## src/rtl/hazard_flush_ctrl_pkg.sv

```systemverilog
// Shared types and constants for the hazard sequencer: FSM state encoding,
// default register-index width and the hard-wired zero register index.
package hazard_pkg;

    typedef enum logic [1:0] {
        RUN,
        FLUSH,
        MC_BUSY
    } hz_state_e;

    localparam int unsigned REG_AW_DEF = 5;
    localparam int unsigned X0_IDX     = 0;

endpackage

```

## src/rtl/hazard_flush_ctrl_if.sv

```systemverilog
// Pipeline <-> hazard sequencer bundle: decode/execute hazard inputs and
// the stall/flush/bubble controls plus status counters returned to the pipeline.
interface hazard_flush_ctrl_if
    import hazard_pkg::*;
#(
    parameter int unsigned REG_AW = REG_AW_DEF
) ();

    logic [REG_AW-1:0] id_rs1;
    logic [REG_AW-1:0] id_rs2;
    logic              id_use_rs1;
    logic              id_use_rs2;
    logic [REG_AW-1:0] ex_rd;
    logic              ex_mem_read;
    logic              ex_branch_taken;
    logic              ex_mc_start;
    logic              ex_mc_done;

    logic              pc_stall;
    logic              ifid_stall;
    logic              ifid_flush;
    logic              idex_stall;
    logic              idex_flush;
    logic              exmem_bubble;
    logic              mc_timeout_err;
    logic [31:0]       perf_stall_cnt;
    logic [31:0]       perf_flush_cnt;

    modport master (
        output id_rs1, id_rs2, id_use_rs1, id_use_rs2, ex_rd, ex_mem_read,
               ex_branch_taken, ex_mc_start, ex_mc_done,
        input  pc_stall, ifid_stall, ifid_flush, idex_stall, idex_flush,
               exmem_bubble, mc_timeout_err, perf_stall_cnt, perf_flush_cnt
    );

    modport slave (
        input  id_rs1, id_rs2, id_use_rs1, id_use_rs2, ex_rd, ex_mem_read,
               ex_branch_taken, ex_mc_start, ex_mc_done,
        output pc_stall, ifid_stall, ifid_flush, idex_stall, idex_flush,
               exmem_bubble, mc_timeout_err, perf_stall_cnt, perf_flush_cnt
    );

endinterface

```

## src/rtl/hazard_flush_ctrl_load_use_det.sv

```systemverilog
// Load-use detector: flags an ID source operand that depends on a load
// currently in EX. Writes to x0 never create a dependency.
module hazard_load_use_det
    import hazard_pkg::*;
#(
    parameter int unsigned REG_AW = REG_AW_DEF
) (
    input  logic              i_ex_mem_read,
    input  logic [REG_AW-1:0] i_ex_rd,
    input  logic [REG_AW-1:0] i_id_rs1,
    input  logic [REG_AW-1:0] i_id_rs2,
    input  logic              i_id_use_rs1,
    input  logic              i_id_use_rs2,
    output logic              o_load_use
);

    logic w_rd_nz;
    logic w_hit_rs1;
    logic w_hit_rs2;

    assign w_rd_nz    = (i_ex_rd != REG_AW'(X0_IDX));
    assign w_hit_rs1  = i_id_use_rs1 && (i_id_rs1 == i_ex_rd);
    assign w_hit_rs2  = i_id_use_rs2 && (i_id_rs2 == i_ex_rd);
    assign o_load_use = i_ex_mem_read && w_rd_nz && (w_hit_rs1 || w_hit_rs2);

endmodule

```

## src/rtl/hazard_flush_ctrl.sv

```systemverilog
// Hazard sequencer for the 5-stage pipeline: branch flush, load-use stall and
// multi-cycle EX stall with timeout. Optional perf counters: HAZARD_PERF_CNT_EN.
module hazard_flush_ctrl
    import hazard_pkg::*;
#(
    parameter int unsigned FLUSH_CYCLES = 1,
    parameter int unsigned MC_TIMEOUT   = 64,
    parameter int unsigned REG_AW       = REG_AW_DEF
) (
    input  logic                clk,
    input  logic                rst_n,
    hazard_flush_ctrl_if.slave  hz
);

    localparam int unsigned    FCW          = 4;
    localparam int unsigned    MCW          = $clog2(MC_TIMEOUT + 1);
    localparam logic [FCW-1:0] FLUSH_RELOAD = FCW'(FLUSH_CYCLES - 1);
    localparam logic [MCW-1:0] MC_LIMIT     = MCW'(MC_TIMEOUT);

    hz_state_e      r_state;
    hz_state_e      w_state_nxt;
    logic [FCW-1:0] r_flush_cnt;
    logic [FCW-1:0] w_flush_cnt_nxt;
    logic [MCW-1:0] r_mc_cnt;
    logic [MCW-1:0] w_mc_cnt_nxt;
    logic           r_mc_err;
    logic           w_mc_err_set;
    logic           w_load_use;

    logic w_pc_stall;
    logic w_ifid_stall;
    logic w_ifid_flush;
    logic w_idex_stall;
    logic w_idex_flush;
    logic w_exmem_bubble;

    hazard_load_use_det #(
        .REG_AW (REG_AW)
    ) u_load_use_det (
        .i_ex_mem_read (hz.ex_mem_read),
        .i_ex_rd       (hz.ex_rd),
        .i_id_rs1      (hz.id_rs1),
        .i_id_rs2      (hz.id_rs2),
        .i_id_use_rs1  (hz.id_use_rs1),
        .i_id_use_rs2  (hz.id_use_rs2),
        .o_load_use    (w_load_use)
    );

    always_ff @(posedge clk or negedge rst_n) begin
        if (!rst_n) begin
            r_state     <= RUN;
            r_flush_cnt <= '0;
            r_mc_cnt    <= '0;
            r_mc_err    <= 1'b0;
        end else begin
            r_state     <= w_state_nxt;
            r_flush_cnt <= w_flush_cnt_nxt;
            r_mc_cnt    <= w_mc_cnt_nxt;
            r_mc_err    <= r_mc_err | w_mc_err_set;
        end
    end

    always_comb begin
        w_state_nxt     = r_state;
        w_flush_cnt_nxt = r_flush_cnt;
        w_mc_cnt_nxt    = r_mc_cnt;
        w_mc_err_set    = 1'b0;
        w_pc_stall      = 1'b0;
        w_ifid_stall    = 1'b0;
        w_ifid_flush    = 1'b0;
        w_idex_stall    = 1'b0;
        w_idex_flush    = 1'b0;
        w_exmem_bubble  = 1'b0;

        unique case (r_state)
            RUN: begin
                if (hz.ex_branch_taken) begin
                    w_ifid_flush = 1'b1;
                    w_idex_flush = 1'b1;
                    if (FLUSH_CYCLES > 1) begin
                        w_state_nxt     = FLUSH;
                        w_flush_cnt_nxt = FLUSH_RELOAD;
                    end
                end else if (hz.ex_mc_start) begin
                    // start+done together completes in one cycle: no stall at all
                    if (!hz.ex_mc_done) begin
                        w_pc_stall     = 1'b1;
                        w_ifid_stall   = 1'b1;
                        w_idex_stall   = 1'b1;
                        w_exmem_bubble = 1'b1;
                        w_state_nxt    = MC_BUSY;
                        w_mc_cnt_nxt   = MCW'(1);
                    end
                end else if (w_load_use) begin
                    w_pc_stall   = 1'b1;
                    w_ifid_stall = 1'b1;
                    w_idex_flush = 1'b1;
                end
            end

            FLUSH: begin
                w_ifid_flush = 1'b1;
                if (hz.ex_branch_taken) begin
                    w_idex_flush    = 1'b1;
                    w_flush_cnt_nxt = FLUSH_RELOAD;
                end else if (r_flush_cnt == FCW'(1)) begin
                    w_flush_cnt_nxt = '0;
                    w_state_nxt     = RUN;
                end else begin
                    w_flush_cnt_nxt = r_flush_cnt - FCW'(1);
                end
            end

            MC_BUSY: begin
                if (hz.ex_mc_done) begin
                    w_mc_cnt_nxt = '0;
                    w_state_nxt  = RUN;
                end else if (r_mc_cnt == MC_LIMIT) begin
                    w_mc_err_set = 1'b1;
                    w_mc_cnt_nxt = '0;
                    w_state_nxt  = RUN;
                end else begin
                    w_pc_stall     = 1'b1;
                    w_ifid_stall   = 1'b1;
                    w_idex_stall   = 1'b1;
                    w_exmem_bubble = 1'b1;
                    w_mc_cnt_nxt   = r_mc_cnt + MCW'(1);
                end
            end

            default: begin
                w_state_nxt = RUN;
            end
        endcase

        // Controls are combinational, so mask them while reset is held
        if (!rst_n) begin
            w_pc_stall     = 1'b0;
            w_ifid_stall   = 1'b0;
            w_ifid_flush   = 1'b0;
            w_idex_stall   = 1'b0;
            w_idex_flush   = 1'b0;
            w_exmem_bubble = 1'b0;
        end
    end

    assign hz.pc_stall       = w_pc_stall;
    assign hz.ifid_stall     = w_ifid_stall;
    assign hz.ifid_flush     = w_ifid_flush;
    assign hz.idex_stall     = w_idex_stall;
    assign hz.idex_flush     = w_idex_flush;
    assign hz.exmem_bubble   = w_exmem_bubble;
    assign hz.mc_timeout_err = r_mc_err;

`ifdef HAZARD_PERF_CNT_EN
    logic [31:0] r_perf_stall;
    logic [31:0] r_perf_flush;

    always_ff @(posedge clk or negedge rst_n) begin
        if (!rst_n) begin
            r_perf_stall <= '0;
            r_perf_flush <= '0;
        end else begin
            if (w_pc_stall && (r_perf_stall != '1)) begin
                r_perf_stall <= r_perf_stall + 32'd1;
            end
            if (w_ifid_flush && (r_perf_flush != '1)) begin
                r_perf_flush <= r_perf_flush + 32'd1;
            end
        end
    end

    assign hz.perf_stall_cnt = r_perf_stall;
    assign hz.perf_flush_cnt = r_perf_flush;
`else
    assign hz.perf_stall_cnt = '0;
    assign hz.perf_flush_cnt = '0;
`endif

endmodule

```

## src/flat_wrapper.sv

```systemverilog
// flat-port wrapper written by rule: the top's interface ports become plain ports
module hazard_flush_ctrl_flat import hazard_pkg::*;
#(
    parameter int unsigned FLUSH_CYCLES = 1,
    parameter int unsigned MC_TIMEOUT   = 64,
    parameter int unsigned REG_AW       = REG_AW_DEF
)
  (clk, rst_n, hz_id_rs1, hz_id_rs2, hz_id_use_rs1, hz_id_use_rs2, hz_ex_rd, hz_ex_mem_read, hz_ex_branch_taken, hz_ex_mc_start, hz_ex_mc_done, hz_pc_stall, hz_ifid_stall, hz_ifid_flush, hz_idex_stall, hz_idex_flush, hz_exmem_bubble, hz_mc_timeout_err, hz_perf_stall_cnt, hz_perf_flush_cnt);
  hazard_flush_ctrl_if #(.REG_AW(REG_AW)) hz_i ();
  input  logic clk;
  input  logic rst_n;
  input wire logic [$bits(hz_i.id_rs1)-1:0] hz_id_rs1;
  input wire logic [$bits(hz_i.id_rs2)-1:0] hz_id_rs2;
  input wire logic [$bits(hz_i.id_use_rs1)-1:0] hz_id_use_rs1;
  input wire logic [$bits(hz_i.id_use_rs2)-1:0] hz_id_use_rs2;
  input wire logic [$bits(hz_i.ex_rd)-1:0] hz_ex_rd;
  input wire logic [$bits(hz_i.ex_mem_read)-1:0] hz_ex_mem_read;
  input wire logic [$bits(hz_i.ex_branch_taken)-1:0] hz_ex_branch_taken;
  input wire logic [$bits(hz_i.ex_mc_start)-1:0] hz_ex_mc_start;
  input wire logic [$bits(hz_i.ex_mc_done)-1:0] hz_ex_mc_done;
  output wire logic [$bits(hz_i.pc_stall)-1:0] hz_pc_stall;
  output wire logic [$bits(hz_i.ifid_stall)-1:0] hz_ifid_stall;
  output wire logic [$bits(hz_i.ifid_flush)-1:0] hz_ifid_flush;
  output wire logic [$bits(hz_i.idex_stall)-1:0] hz_idex_stall;
  output wire logic [$bits(hz_i.idex_flush)-1:0] hz_idex_flush;
  output wire logic [$bits(hz_i.exmem_bubble)-1:0] hz_exmem_bubble;
  output wire logic [$bits(hz_i.mc_timeout_err)-1:0] hz_mc_timeout_err;
  output wire logic [$bits(hz_i.perf_stall_cnt)-1:0] hz_perf_stall_cnt;
  output wire logic [$bits(hz_i.perf_flush_cnt)-1:0] hz_perf_flush_cnt;
  assign hz_i.id_rs1 = hz_id_rs1;
  assign hz_i.id_rs2 = hz_id_rs2;
  assign hz_i.id_use_rs1 = hz_id_use_rs1;
  assign hz_i.id_use_rs2 = hz_id_use_rs2;
  assign hz_i.ex_rd = hz_ex_rd;
  assign hz_i.ex_mem_read = hz_ex_mem_read;
  assign hz_i.ex_branch_taken = hz_ex_branch_taken;
  assign hz_i.ex_mc_start = hz_ex_mc_start;
  assign hz_i.ex_mc_done = hz_ex_mc_done;
  assign hz_pc_stall = hz_i.pc_stall;
  assign hz_ifid_stall = hz_i.ifid_stall;
  assign hz_ifid_flush = hz_i.ifid_flush;
  assign hz_idex_stall = hz_i.idex_stall;
  assign hz_idex_flush = hz_i.idex_flush;
  assign hz_exmem_bubble = hz_i.exmem_bubble;
  assign hz_mc_timeout_err = hz_i.mc_timeout_err;
  assign hz_perf_stall_cnt = hz_i.perf_stall_cnt;
  assign hz_perf_flush_cnt = hz_i.perf_flush_cnt;
  hazard_flush_ctrl #(.FLUSH_CYCLES(FLUSH_CYCLES), .MC_TIMEOUT(MC_TIMEOUT), .REG_AW(REG_AW)) u_core (.clk(clk), .rst_n(rst_n), .hz(hz_i));
endmodule
```

## config.mk

```make
export PLATFORM = sky130hd
export DESIGN_NAME = hazard_flush_ctrl_flat
export DESIGN_NICKNAME = d
export VERILOG_FILES = /design/src/rtl/hazard_flush_ctrl_pkg.sv /design/src/rtl/hazard_flush_ctrl_if.sv /design/src/rtl/hazard_flush_ctrl_load_use_det.sv /design/src/rtl/hazard_flush_ctrl.sv /design/src/flat_wrapper.sv
export SDC_FILE = /design/constraint.sdc
export NUM_CORES = 1
export LEC_CHECK = 0
export ABC_AREA = 1
export BUFFER_PORTS_ARGS = -buffer_cell sky130_fd_sc_hd__buf_4
export CAP_MARGIN = 20
export CORE_AREA = 2 2 73 61
export CTS_CLUSTER_DIAMETER = 60
export DETAILED_ROUTE_END_ITERATION = 8
export DIE_AREA = 0 0 75 63
export GPL_ROUTABILITY_DRIVEN = 0
export PLACE_DENSITY = 0.77
export SLEW_MARGIN = 20
export SYNTH_ARGS = -nofsm -noshare
export SYNTH_HDL_FRONTEND = slang
export SYNTH_SLANG_ARGS = --single-unit
```

## constraint.sdc

```tcl
create_clock -name clk -period 2.9 [get_ports clk]
set_clock_uncertainty 0.1 [all_clocks]
set_input_delay 0.29 -clock clk [delete_from_list [all_inputs] [get_ports clk]]
set_output_delay 0.29 -clock clk [all_outputs]
set_load 0.01 [all_outputs]
```

Yosys cells after proc, flatten, opt, wreduce, memory -nomap -nowiden
Cells that the tools add are included.
{"block": "word_totals", "in_bits": 23, "output_inout_bits": 71, "ff_bits": 14}
{"block": "op_classes", "muxes": 38, "bitwise": 1, "n_reduce_logical": 10, "addsub": 2, "n_eq_ne": 12}
{"cell": "2-to-1 mux 7 bit", "count": 5}
{"cell": "2-to-1 mux 1 bit", "count": 18}
{"cell": "2-to-1 mux 2 bit", "count": 7}
{"cell": "case mux 7 bit (2 select lines)", "count": 1}
{"cell": "== test 5 bit", "count": 2}
{"cell": "2-to-1 mux 4 bit", "count": 2}
{"cell": "!= test 2 bit, second input constant", "count": 4}
{"cell": "case mux 1 bit (2 select lines)", "count": 4}
{"cell": "adder 7 x 1 -> 7 bit, second input constant", "count": 1}
{"cell": "== test 7 bit, second input constant", "count": 1}
{"cell": "case mux 2 bit (3 select lines)", "count": 1}
{"cell": "AND reduction 6 bit", "count": 1}
{"cell": "nonzero test 5 bit", "count": 1}
{"cell": "== test 4 x 1 -> 1 bit, second input constant", "count": 1}
{"cell": "logical AND 1 bit", "count": 4}
{"cell": "AND reduction 4 bit", "count": 1}
{"cell": "subtractor 4 x 1 -> 4 bit, second input constant", "count": 1}
{"cell": "!= test 3 x 2 -> 1 bit, second input constant", "count": 1}
{"cell": "== test 2 x 1 -> 1 bit, second input constant", "count": 1}
{"cell": "== test 2 bit, second input constant", "count": 1}
{"cell": "logical NOT 2 bit", "count": 1}
{"cell": "!= test 2 x 1 -> 1 bit, second input constant", "count": 1}
{"cell": "nonzero test 2 bit", "count": 1}
{"cell": "logical OR 1 bit", "count": 1}
{"cell": "bitwise OR 1 bit", "count": 1}

Logic depth before layout (Yosys ltp)
Gate-level depths: netlist (run 1).
{"block": "depth", "word_depth": 9, "mapped_depth": 12, "depth_no_buf": 11}

Cells and area by module
Synthesis (run 1) repeated with hierarchy kept, for this count alone.
{"block": "unflattened", "cells_unflattened": 204, "area_unflattened_um2": 1288.7}
{"mod": "hazard_flush_ctrl", "cells_each": 149, "n_inst": 1, "area_per_inst_um2": 1072.3}
{"mod": "hazard_load_use_det", "cells_each": 55, "n_inst": 1, "area_per_inst_um2": 216.5}

Worst setup path after synthesis (run 1)
No wires, ideal clock.
{"block": "synth_timing", "path_type": "register to output", "start": "reg u_core.r_mc_cnt[0]", "end": "out hz_pc_stall", "stages_incl_launch_ff": 13, "slack_ps": 1211, "n_path_buf": 1, "t_arrival_ps": 1299, "path_cell_list": "dfrtp_1 > inv_1 > ha_1 > nand2_1 > inv_1 > nand3_2 > nand2_2 > inv_2 > nor2_4 > nor2_4 > nand2_2 > nand2_2 > buf_4"}
{"block": "synth_between", "elab_chain_cells": 5}
{"item": "start: declaration", "line_no": "hazard_flush_ctrl.sv:24", "text": "logic [MCW-1:0] r_mc_cnt;"}
{"item": "start signal: assignment", "line_no": "hazard_flush_ctrl.sv:58", "text": "r_mc_cnt <= w_mc_cnt_nxt;"}
{"item": "== test 7 bit", "line_no": "hazard_flush_ctrl.sv:118", "text": "end else if (r_mc_cnt == MC_LIMIT) begin"}
{"item": "2-to-1 mux 1 bit (2 in series)"}
{"item": "case mux 1 bit (2 select lines)"}
{"item": "2-to-1 mux 1 bit"}
{"item": "end: declaration", "line_no": "flat_wrapper.sv:21", "text": "output wire logic [$bits(hz_i.pc_stall)-1:0] hz_pc_stall;"}
Every way passes these cells.

Final worst setup path (run 1)
{"block": "layout_timing", "start": "reg u_core.r_mc_cnt[0]", "end": "out hz_ifid_stall"}
{"block": "layout_between", "elab_chain_cells": 5}
{"item": "== test 7 bit", "line_no": "hazard_flush_ctrl.sv:118"}
{"item": "2-to-1 mux 1 bit", "line_no": "hazard_flush_ctrl.sv:118"}
{"item": "2-to-1 mux 1 bit", "line_no": "hazard_flush_ctrl.sv:115", "text": "if (hz.ex_mc_done) begin"}
{"item": "case mux 1 bit (2 select lines)", "line_no": "hazard_flush_ctrl.sv:75", "text": "unique case (r_state)"}
{"item": "2-to-1 mux 1 bit", "line_no": "hazard_flush_ctrl.sv:137", "text": "if (!rst_n) begin"}
{"item": "end: declaration", "line_no": "flat_wrapper.sv:22", "text": "output wire logic [$bits(hz_i.ifid_stall)-1:0] hz_ifid_stall;"}
Every way passes these cells.

==> results of run 1 <==
[cell usage in the layout (no fill, tap or decap), types with 3 or more instances in the layout]
cell	n
inv_1	29
nand2_2	4
clkbuf_8	3
o21ai_0	5
nand3_1	9
dfrtp_1	9
buf_4	29
nand4_1	5
conb_1	64
nor2_1	14
nand2_1	48
[flip-flops by register name, indices dropped and copies added, names as in the netlist]
| register | count |
|---|---|
| u_core.r_mc_cnt | 7 |
| u_core.hz.mc_timeout_err | 1 |
| u_core.r_state | 1 |
[kinds of logic after synthesis]
logic type | Yosys count | synth area share
and+or+nand+nor | 84 | 0.282
DFF | 9 | 0.170
adders and majority gates | 2 | 0.0189
other | 1 | 0.00283
AOI/OAI and AO/OA | 9 | 0.0359
buffers and inverters | 99 | 0.477
xor gates and xnor gates | 2 | 0.0132
[stage by stage]
stage / std cells / setup slack [ps]
floorplan: 269 / 1210
global placement: 288 / 1180
detailed placement: 288 / 1120
CTS: 293 / 870
global route: 293 / 761
finish: 293 / 871
[metal layers]
layer,GRT usage,up-vias,wire length (um)
met5,0,-,0
met4,0.0201,0,0
met3,0.0145,0,156
met2,0.164,42,1210
met1,0.121,484,995
li1,-,547,-
[path summary, 6_finish.rpt]
| check | cells past startpoint | end | slack, ps |
|---|---|---|---|
| worst max-delay path | 12 | hz_ifid_stall | 870 |
| worst min-delay path | 4 | u_core.r_mc_cnt[6]$_DFFE_PN0P_ | 290 |
| worst max register to register | 9 | u_core.r_mc_cnt[0]$_DFFE_PN0P_ | 1460 |
| worst min register to register | 2 | u_core.r_mc_cnt[6]$_DFFE_PN0P_ | 460 |
| max in group asynchronous | 2 | u_core.r_mc_cnt[1]$_DFFE_PN0P_ | 2210 |
| min in group asynchronous | 2 | u_core.r_mc_cnt[2]$_DFFE_PN0P_ | 330 |
[final cells by class]
class | count | area, um2
inverters | 32 | 125
fillers | 453 | 2620
clock buffers | 4 | 45.0
well taps | 57 | 71.3
flip-flops and latches | 9 | 225
repair buffers | 30 | 228
multi-input cells | 161 | 704
[worst reg2reg max path: cells and delay by family (launching register included)]
kind / cells / cell delay [ps]
AND/OR/NAND/NOR: 3 / 230
buffers and inverters: 4 / 280
AO/OA/AOI/OAI: 1 / 160
flip-flops: 1 / 400
adder cells (fa/ha/maj): 1 / 150
[power breakdown]
group / internal (uW) / total (uW) / switching, uW / leakage, uW
sequential: 148 / 186 / 37.9 / 0.000122
combinational: 91.2 / 251 / 160 / 0.000756
clock: 95.8 / 145 / 49.1 / 0.0000228
==> metrics.md, run 1 <==
| Metric | Value |
|---|---|
| Post-cts gate resize count | `0` |
| Finished Cell Area | `1400 um2` |
| Fin nets | `262` |
| Vias in the first global route | `864` |
| Buffer and inverter count on the worst path | `4` |
| Final wirelength | `2360 um` |
| Slew Viols, Final | `0` |
| Most numerous cell in the Yosys netlist | `buf_4` |
| TritonCTS Buffers | `3` |
| Setup bufs post-CTS | `0` |
| Worst min-delay path class | `primary input to flip-flop` |
| Die ar. | `4730 um2` |
| Gr usage total | `0.0945` |
| Mapped Area | `1330 um2` |
| Initial Util | `0.330` |
| Outcome | `completed` |
| Max Clock Freq | `493 MHz` |
| Ys async rst share | `1.00` |
| Count of state elements after synthesis | `9` |
| Cell Chain, Critical Path | `inv_1 > ha_1 > nand2_1 > inv_1 > nand3_2 > nand2_2 > inv_2 > nor2_4 > nor2_4 > nand2_2 > nand2_2 > buf_4` |
| Worst-Skew Late Latency | `240 ps` |
| # IOs | `94` |
| Yosys warning count | `0` |
| Layout cells sized above 1 | `0.178` |
| Initial antenna violation count | `0` |
| Sink Count | `9` |
| Core area | `4020 um2` |
| Crit path arrival time | `1640 ps` |
| Via count | `1073` |
| CP required | `2510 ps` |
| Post-Syn Area per Cell | `6.43 um2` |
| Cell family with most CP delay | `simple AND/OR/NAND/NOR gates` |
| Drt pass-1 iters | `4` |
| IO buf count | `29` |
| Die W | `75 um` |
| # rows | `21` |
| Final core occ | `0.348` |
| Setup crit start kind | `flip-flop` |
| Yosys top cell area share | `0.374` |
| Cell mode on critical path | `nand2_2` |
| Wire per inst | `8.06 um` |
| Crit Path Max Fanout | `4` |
| Largest net degree at the start of global routing | `13` |
| H-tree Lvls | `1` |
| Synth top area cells | `buf_4 (37%), dfrtp_1 (17%), nand2_1 (14%)` |
| Die Ht | `63 um` |
| R2R Path Start | `u_core.r_mc_cnt[0]$_DFFE_PN0P_` |
| Peak VDD IR | `151 uV` |
| CTS root buf | `clkbuf_8` |
| Area grow syn2layout | `5.57%` |
| Pwr dens | `415 nW/um2` |
| CP max stage cell | `dfrtp_1` |
| First-pass GRT wire length | `3570 um` |
| Final setup TNS | `0 ps` |
| Tcrit/Tclk final | `0.700` |
| P_leak | `0.000901 uW` |
| Number of flops mapped to enable cells by yosys | `0` |
| Post-CTS Hold Fix Bufs | `1` |
| Crit path time final | `2030 ps` |
| Hold Slack | `286 ps` |
| Detail Route Antenna Nets | `0` |
| Synth cell types | `21` |
| Max Cap Viol | `0` |
| Post-synth top cells | `buf_4 (66), nand2_1 (48), inv_1 (29), nor2_1 (14)` |
| Final setup fails | `0` |
| CTS tree | `built` |
| Post-route DRC | `0` |
| Crit path kind | `flip-flop to primary output` |
| Diodes inserted | `0` |
| Crit end category | `primary output` |
| DR iter-0 viols | `92` |
| Detail Placement HPWL | `2040 um` |
| Vias/cell | `3.66` |
| Placed Area | `1340 um2` |
| Sequential share of the synthesized area | `0.170` |
| Clock Path Buffers | `2` |
| RSZ-0062 raised after global routing | `no` |
| Post-synth top area cell | `buf_4` |
| Hold Fails Final Rpt | `0` |
| Ys flop type | `dfrtp_1` |
| Power Total | `581 uW` |
| Clock transition at path regs | `50 ps` |
| Crit path from | `u_core.r_mc_cnt[0]$_DFFE_PN0P_` |
| Crit path largest cell delay | `400 ps` |
| HP Start | `hz_ex_mc_done` |
| Cells after Synth | `206` |
| Remaining Overflow, GRT | `0` |
Note: power is estimated with default switching activity, not from simulation.
==> run 2, diff against run 1 <==
ABC_AREA = 0   (was 1)
CORE_AREA = 2 2 70 58   (was 2 2 73 61)
DIE_AREA = 0 0 72 60   (was 0 0 75 63)
PLACE_DENSITY = 0.82   (was 0.77)
clock period = 1.7 ns   (was 2.9 ns; I/O delays follow)
==> run 2 against run 1 <==
  * The run now ends with setup timing left
  * Cell count down 23%
  * Utilization up 3.3 points
  * Via count down 21%
  * Clock power up 72%
  * Sequential cell count unchanged
  * Worst setup slack worse by 1200 ps
  * Register-to-register slack worse by 1300 ps
  * Die area down 8.6%
  * Critical path type unchanged
==> metrics.md, run 2 <==
| Metric | Value |
|---|---|
| Final setup margin | `-296 ps` |
| Post-Syn Area per Cell | `8.38 um2` |
| Initial antenna violation count | `0` |
| Die Ht | `60 um` |
| H-tree Lvls | `1` |
| Peak VDD IR | `733 uV` |
| Placed Area | `1260 um2` |
| P_leak | `0.000758 uW` |
| Crit path largest cell delay | `360 ps` |
| IO buf count | `29` |
| Post-route DRC | `0` |
| Buffer and inverter count on the worst path | `3` |
| Yosys top cell area share | `0.416` |
| # rows | `20` |
| RSZ-0062 raised after global routing | `yes` |
| CTS tree | `built` |
| R2R Path Start | `u_core.r_mc_cnt[5]$_DFFE_PN0P_` |
| Cells on worst reg2reg path | `4` |
| Crit path kind | `flip-flop to primary output` |
| Gr usage total | `0.102` |
| Commonest non-fill, non-tap cell in the layout | `conb_1` |
| Drt pass-1 iters | `4` |
| Synth cell types | `32` |
| Metal-1 WL | `832 um` |
| WHS Path Cells | `2` |
| Outcome | `complete, but fails checks` |
| Sink Count | `9` |
| DR iter-0 viols | `10` |
| Failing checks | `setup timing` |
| Post-synth top cells | `buf_4 (66), xor2_1 (13), dfrtp_1 (9), nor2_1 (8)` |
| Synth top area cells | `buf_4 (42%), dfrtp_1 (19%), xor2_1 (9.6%)` |
| Routed length on met3 | `239 um` |
| First-pass GRT wire length | `3260 um` |
| Final setup fails | `4` |
| Clock Path Buffers | `2` |
| Hold EP | `u_core.r_mc_cnt[5]$_DFFE_PN0P_` |
| CTS root buf | `clkbuf_8` |
| CP max stage cell | `dfrtp_1` |
| Via count | `847` |
| Cells after Synth | `142` |
| Vias/cell | `3.76` |
| Max FFs per register | `7` |
| HP Start | `hz_ex_mc_done` |
| Post-synth top area cell | `buf_4` |
| Fin nets | `207` |
| Crit end category | `primary output` |
| Initial Util | `0.323` |
| Setup crit start kind | `flip-flop` |
| Core area | `3680 um2` |
| # IOs | `94` |
| Die ar. | `4320 um2` |
| Detail Route Antenna Nets | `0` |
| Top routing layer used | `met4` |
| Ys flop type | `dfrtp_1` |
| Crit path time final | `2000 ps` |
| Cell family with most CP delay | `buffers and inverters` |
| CP required | `1430 ps` |
| Crit Path Max Fanout | `2` |
| Crit path arrival time | `1730 ps` |
| Largest net degree at the start of global routing | `10` |
| Finished Cell Area | `1400 um2` |
| Wire per inst | `10.3 um` |
| Cell mode on critical path | `buf_4` |
| Cell Chain, Critical Path | `inv_2 > ha_4 > and3_4 > a221oi_4 > buf_4 > nand2_4 > o31ai_4 > buf_4` |
| Worst min-delay path class | `primary input to flip-flop` |
| Top reg by flops | `u_core.r_mc_cnt` |
| TritonCTS Buffers | `3` |
| Ys async rst share | `1.00` |
| Met2 WL post-DR | `1220 um` |
| Critical R2R Capture | `u_core.r_state[1]$_DFFE_PN0P_` |
| Hold Slack | `133 ps` |
| Detail Placement HPWL | `1840 um` |
| Max Cap Viol | `0` |
| Layout cells sized above 1 | `0.315` |
| Final wirelength | `2310 um` |
| Area grow syn2layout | `17.8%` |
| Remaining Overflow, GRT | `0` |
| Vias in the first global route | `748` |
| Pwr dens | `852 nW/um2` |
| Diodes inserted | `0` |
| Most frequent cells in the layout | `conb_1 (64), buf_4 (36), xor2_1 (13)` |
| Mapped Area | `1190 um2` |
| Number of flops mapped to enable cells by yosys | `0` |
| Final core occ | `0.381` |
| Die W | `72 um` |
| Worst-Skew Late Latency | `240 ps` |
| Tcrit/Tclk final | `1.17` |
| Max Clock Freq | `501 MHz` |
| Count of state elements after synthesis | `9` |
| Clock transition at path regs | `40 ps` |
| Yosys warning count | `0` |
| Slew Viols, Final | `0` |
| Most numerous cell in the Yosys netlist | `buf_4` |
| Reg2reg setup slack | `160 ps` |
| Hold Fails Final Rpt | `0` |
| Sequential share of the synthesized area | `0.189` |
| Placement Setup Slack | `-116 ps` |
-- run 2: how the worst max path moves through the flow --
stage | from | endpoint | cells past startpoint
after floorplan | u_core.r_mc_cnt[0]$_DFFE_PN0P_ | hz_pc_stall | 7
after global placement | u_core.r_mc_cnt[0]$_DFFE_PN0P_ | hz_pc_stall | 7
after detailed placement | u_core.r_mc_cnt[0]$_DFFE_PN0P_ | hz_pc_stall | 7
after CTS | u_core.r_mc_cnt[1]$_DFFE_PN0P_ | hz_pc_stall | 7
after global routing | u_core.r_mc_cnt[1]$_DFFE_PN0P_ | hz_pc_stall | 7
final | u_core.r_mc_cnt[1]$_DFFE_PN0P_ | hz_pc_stall | 8
-- run 2: cells by family after synthesis --
kind of cell	after synthesis	share of synthesized area
other	1	0.00315
and+or+nand+nor	27	0.129
xor gates and xnor gates	15	0.110
DFF	9	0.189
buffers and inverters	72	0.436
AOI/OAI and AO/OA	16	0.110
adders and majority gates	2	0.0210
-- run 2: layer usage --
| layer | up-vias | track usage |
|---|---|---|
| met5 | - | 0 |
| met4 | 0 | 0.0512 |
| met3 | 4 | 0.0337 |
| met2 | 48 | 0.187 |
| met1 | 377 | 0.105 |
| li1 | 418 | - |
-- run 2: metrics by stage --
| stage | power (uW) | setup TNS [ps] | instances |
|---|---|---|---|
| floorplan | 723 | -136 | 205 |
| global placement | 806 | -75.7 | 217 |
| detailed placement | 823 | -229 | 217 |
| CTS | 1170 | -1070 | 224 |
| global route | 1290 | -1460 | 225 |
| finish | 1190 | -1030 | 225 |
-- run 2: what timing repair did --
| item | 4_1_cts | 5_1_grt |
|---|---|---|
| hold buffers | 1 | 0 |
| setup endpoints to repair | 5 | 6 |
| endpoints found under the hold margin | 9 | 0 |
| gates resized for setup | 12 | 3 |
| pin swaps | 1 | 1 |
| setup buffers | 2 | 1 |
-- run 2: area by class of cell --
cell class,count,area [um2]
multi-input cells,124,749
inverters,5,23.8
repair buffers,39,303
flip-flops and latches,9,225
fillers,393,2280
well taps,44,55.1
clock buffers,4,45.0
-- run 2: power breakdown --
| group | switching (uW) | internal [uW] |
|---|---|---|
| logic | 340 | 308 |
| clock network | 85.7 | 163 |
| registers | 41.0 | 256 |
==> run 3, diff against run 2 <==
CELL_PAD_IN_SITES_DETAIL_PLACEMENT = 0   (was not set)
CELL_PAD_IN_SITES_GLOBAL_PLACEMENT = 1   (was not set)
CORE_AREA = 2 2 82 68   (was 2 2 70 58)
DIE_AREA = 0 0 84 70   (was 0 0 72 60)
PLACE_DENSITY = 0.86   (was 0.82)
SLEW_MARGIN = not set   (was 20)
==> run 3 against run 2 <==
  * The run still ends with setup timing left
  * Critical path depth shrank 1
  * Cell count grew 9.8%
  * Clock power is essentially flat
  * Fmax grew 2.1%
  * Via count shrank 0.35%
  * First-iteration DRC count grew to 2.7 times the previous value
  * Worst setup slack gained 40 ps
  * Global-route usage shrank 3.5 points
  * Die area grew 36%
  * Combinational power shrank 2%
  * Non-clock buffer count grew 1
  * Critical path type unchanged
==> metrics.md, run 3 (synthesis gave the netlist of run 2 again) <==
| Metric | Value |
|---|---|
| Vias/cell | `3.42` |
| Initial antenna violation count | `0` |
| Critical R2R Capture | `u_core.r_mc_cnt[3]$_DFFE_PN0P_` |
| Wire per inst | `8.68 um` |
| Initial Util | `0.229` |
| First-pass GRT wire length | `3110 um` |
| Crit path arrival time | `1690 ps` |
| Peak VDD IR | `343 uV` |
| Cells on worst reg2reg path | `4` |
| Placement Setup Slack | `-89.0 ps` |
| Detail Placement HPWL | `1760 um` |
| Layout cells sized above 1 | `0.324` |
| Die W | `84 um` |
| Setup crit start kind | `flip-flop` |
| Via count | `844` |
| R2R Path Start | `u_core.r_mc_cnt[5]$_DFFE_PN0P_` |
| Detail Route Antenna Nets | `0` |
| Core area | `5190 um2` |
| Commonest non-fill, non-tap cell in the layout | `conb_1` |
| Final setup fails | `4` |
| Most frequent cells in the layout | `conb_1 (64), buf_4 (38), xor2_1 (13)` |
| Drt pass-1 iters | `4` |
| Failing checks | `setup timing` |
| P_leak | `0.000748 uW` |
| IO buf count | `29` |
| HP Start | `hz_ex_mc_done` |
| Area grow syn2layout | `18.6%` |
| Die ar. | `5880 um2` |
| Reg2reg setup slack | `90 ps` |
| Gr usage total | `0.0670` |
| RSZ-0062 raised after global routing | `yes` |
| Final setup margin | `-256 ps` |
| Outcome | `complete, but fails checks` |
| TritonCTS Buffers | `3` |
| WHS Path Cells | `2` |
| Pwr dens | `842 nW/um2` |
| Hold EP | `u_core.r_mc_cnt[5]$_DFFE_PN0P_` |
| Remaining Overflow, GRT | `0` |
| Max Clock Freq | `511 MHz` |
| Sink Count | `9` |
| CTS tree | `built` |
| Diodes inserted | `0` |
| Inst Count DP | `238` |
| Die Ht | `70 um` |
| Fin nets | `208` |
| Final wirelength | `2140 um` |
| Clock transition at path regs | `50 ps` |
| Max FFs per register | `7` |
| Max Cap Viol | `0` |
| # rows | `24` |
| Vias in the first global route | `710` |
| Worst-Skew Late Latency | `240 ps` |
| CP max stage cell | `dfrtp_1` |
| # IOs | `94` |
| Crit path time final | `1960 ps` |
| Hold Fails Final Rpt | `0` |
| Slew Viols, Final | `0` |
| Crit Path Max Fanout | `2` |
| Tcrit/Tclk final | `1.15` |
| Crit end category | `primary output` |
| H-tree Lvls | `1` |
| DR iter-0 viols | `27` |
| Crit path largest cell delay | `350 ps` |
| Cell Chain, Critical Path | `inv_2 > ha_4 > and3_4 > a221oi_4 > nand2_2 > o31ai_4 > buf_4` |
| CP required | `1430 ps` |
| CTS root buf | `clkbuf_8` |
| Worst min-delay path class | `primary input to flip-flop` |
| Non-filler cells, final | `247` |
| Crit path kind | `flip-flop to primary output` |
| Clock Path Buffers | `2` |
| Top reg by flops | `u_core.r_mc_cnt` |
| Final setup TNS | `-880 ps` |
| Largest net degree at the start of global routing | `10` |
| Post-route DRC | `0` |
-- run 3: worst max-delay path by stage --
| stage | endpoint | startpoint | cells past startpoint |
|---|---|---|---|
| 3_5_place_dp | hz_pc_stall | u_core.r_mc_cnt[0]$_DFFE_PN0P_ | 7 |
| 5_1_grt | hz_pc_stall | u_core.r_mc_cnt[1]$_DFFE_PN0P_ | 7 |
| 6_report | hz_pc_stall | u_core.r_mc_cnt[1]$_DFFE_PN0P_ | 7 |
| 3_3_place_gp | hz_pc_stall | u_core.r_mc_cnt[0]$_DFFE_PN0P_ | 7 |
| 4_1_cts | hz_pc_stall | u_core.r_mc_cnt[1]$_DFFE_PN0P_ | 7 |
| 2_1_floorplan | hz_pc_stall | u_core.r_mc_cnt[0]$_DFFE_PN0P_ | 7 |
-- run 3: area by class of cell --
type / instances / area (um2)
inverter: 5 / 18.8
clock buffer: 4 / 45.0
timing repair buffer: 40 / 307
tap: 65 / 81.3
sequential: 9 / 226
fill: 562 / 3780
multi-input combinational: 124 / 733
-- run 3: layer usage --
layer,vias to the layer above,part of all wire,wire [um],global-route usage
li1,420,-,-,-
met1,384,0.39,841,0.0764
met2,36,0.52,1110,0.107
met3,4,0.067,143,0.0236
met4,0,0.023,49,0.0430
met5,-,0,0,0
-- run 3: repair_timing --
item	4_1_cts	5_1_grt
setup buffers	3	1
pin swaps	4	2
endpoints found under the setup margin	4	5
resized for setup	6	5
hold endpoints to repair	9	0
hold buffers	1	0
-- run 3: critical path, delay by kind of cell, from the launching register on --
kind	cells	cell delay, ps
flops	1	350
compound gates	2	440
buf+inv	2	210
fa+ha+maj	1	160
simple gates	2	280
-- run 3: where the power goes --
group          internal [uW]  total, uW  switching [uW]  leakage [uW]
logic                    313        633             320      0.000606
registers                258        304            45.6      0.000119
clock network            164        252            88.3     0.0000228
total                    735       1190             454      0.000748
-- run 3: per-stage QoR --
step                      power (uW)  area, um2  hold slack (ps)   util
final                           1190       1410              114  0.272
after global routing            1280       1410              127  0.272
after CTS                       1150       1380             93.5  0.266
after detailed placement         816       1280            -91.3  0.247
after global placement           808       1280            -93.8  0.247
after floorplan                  723       1440             -226      -
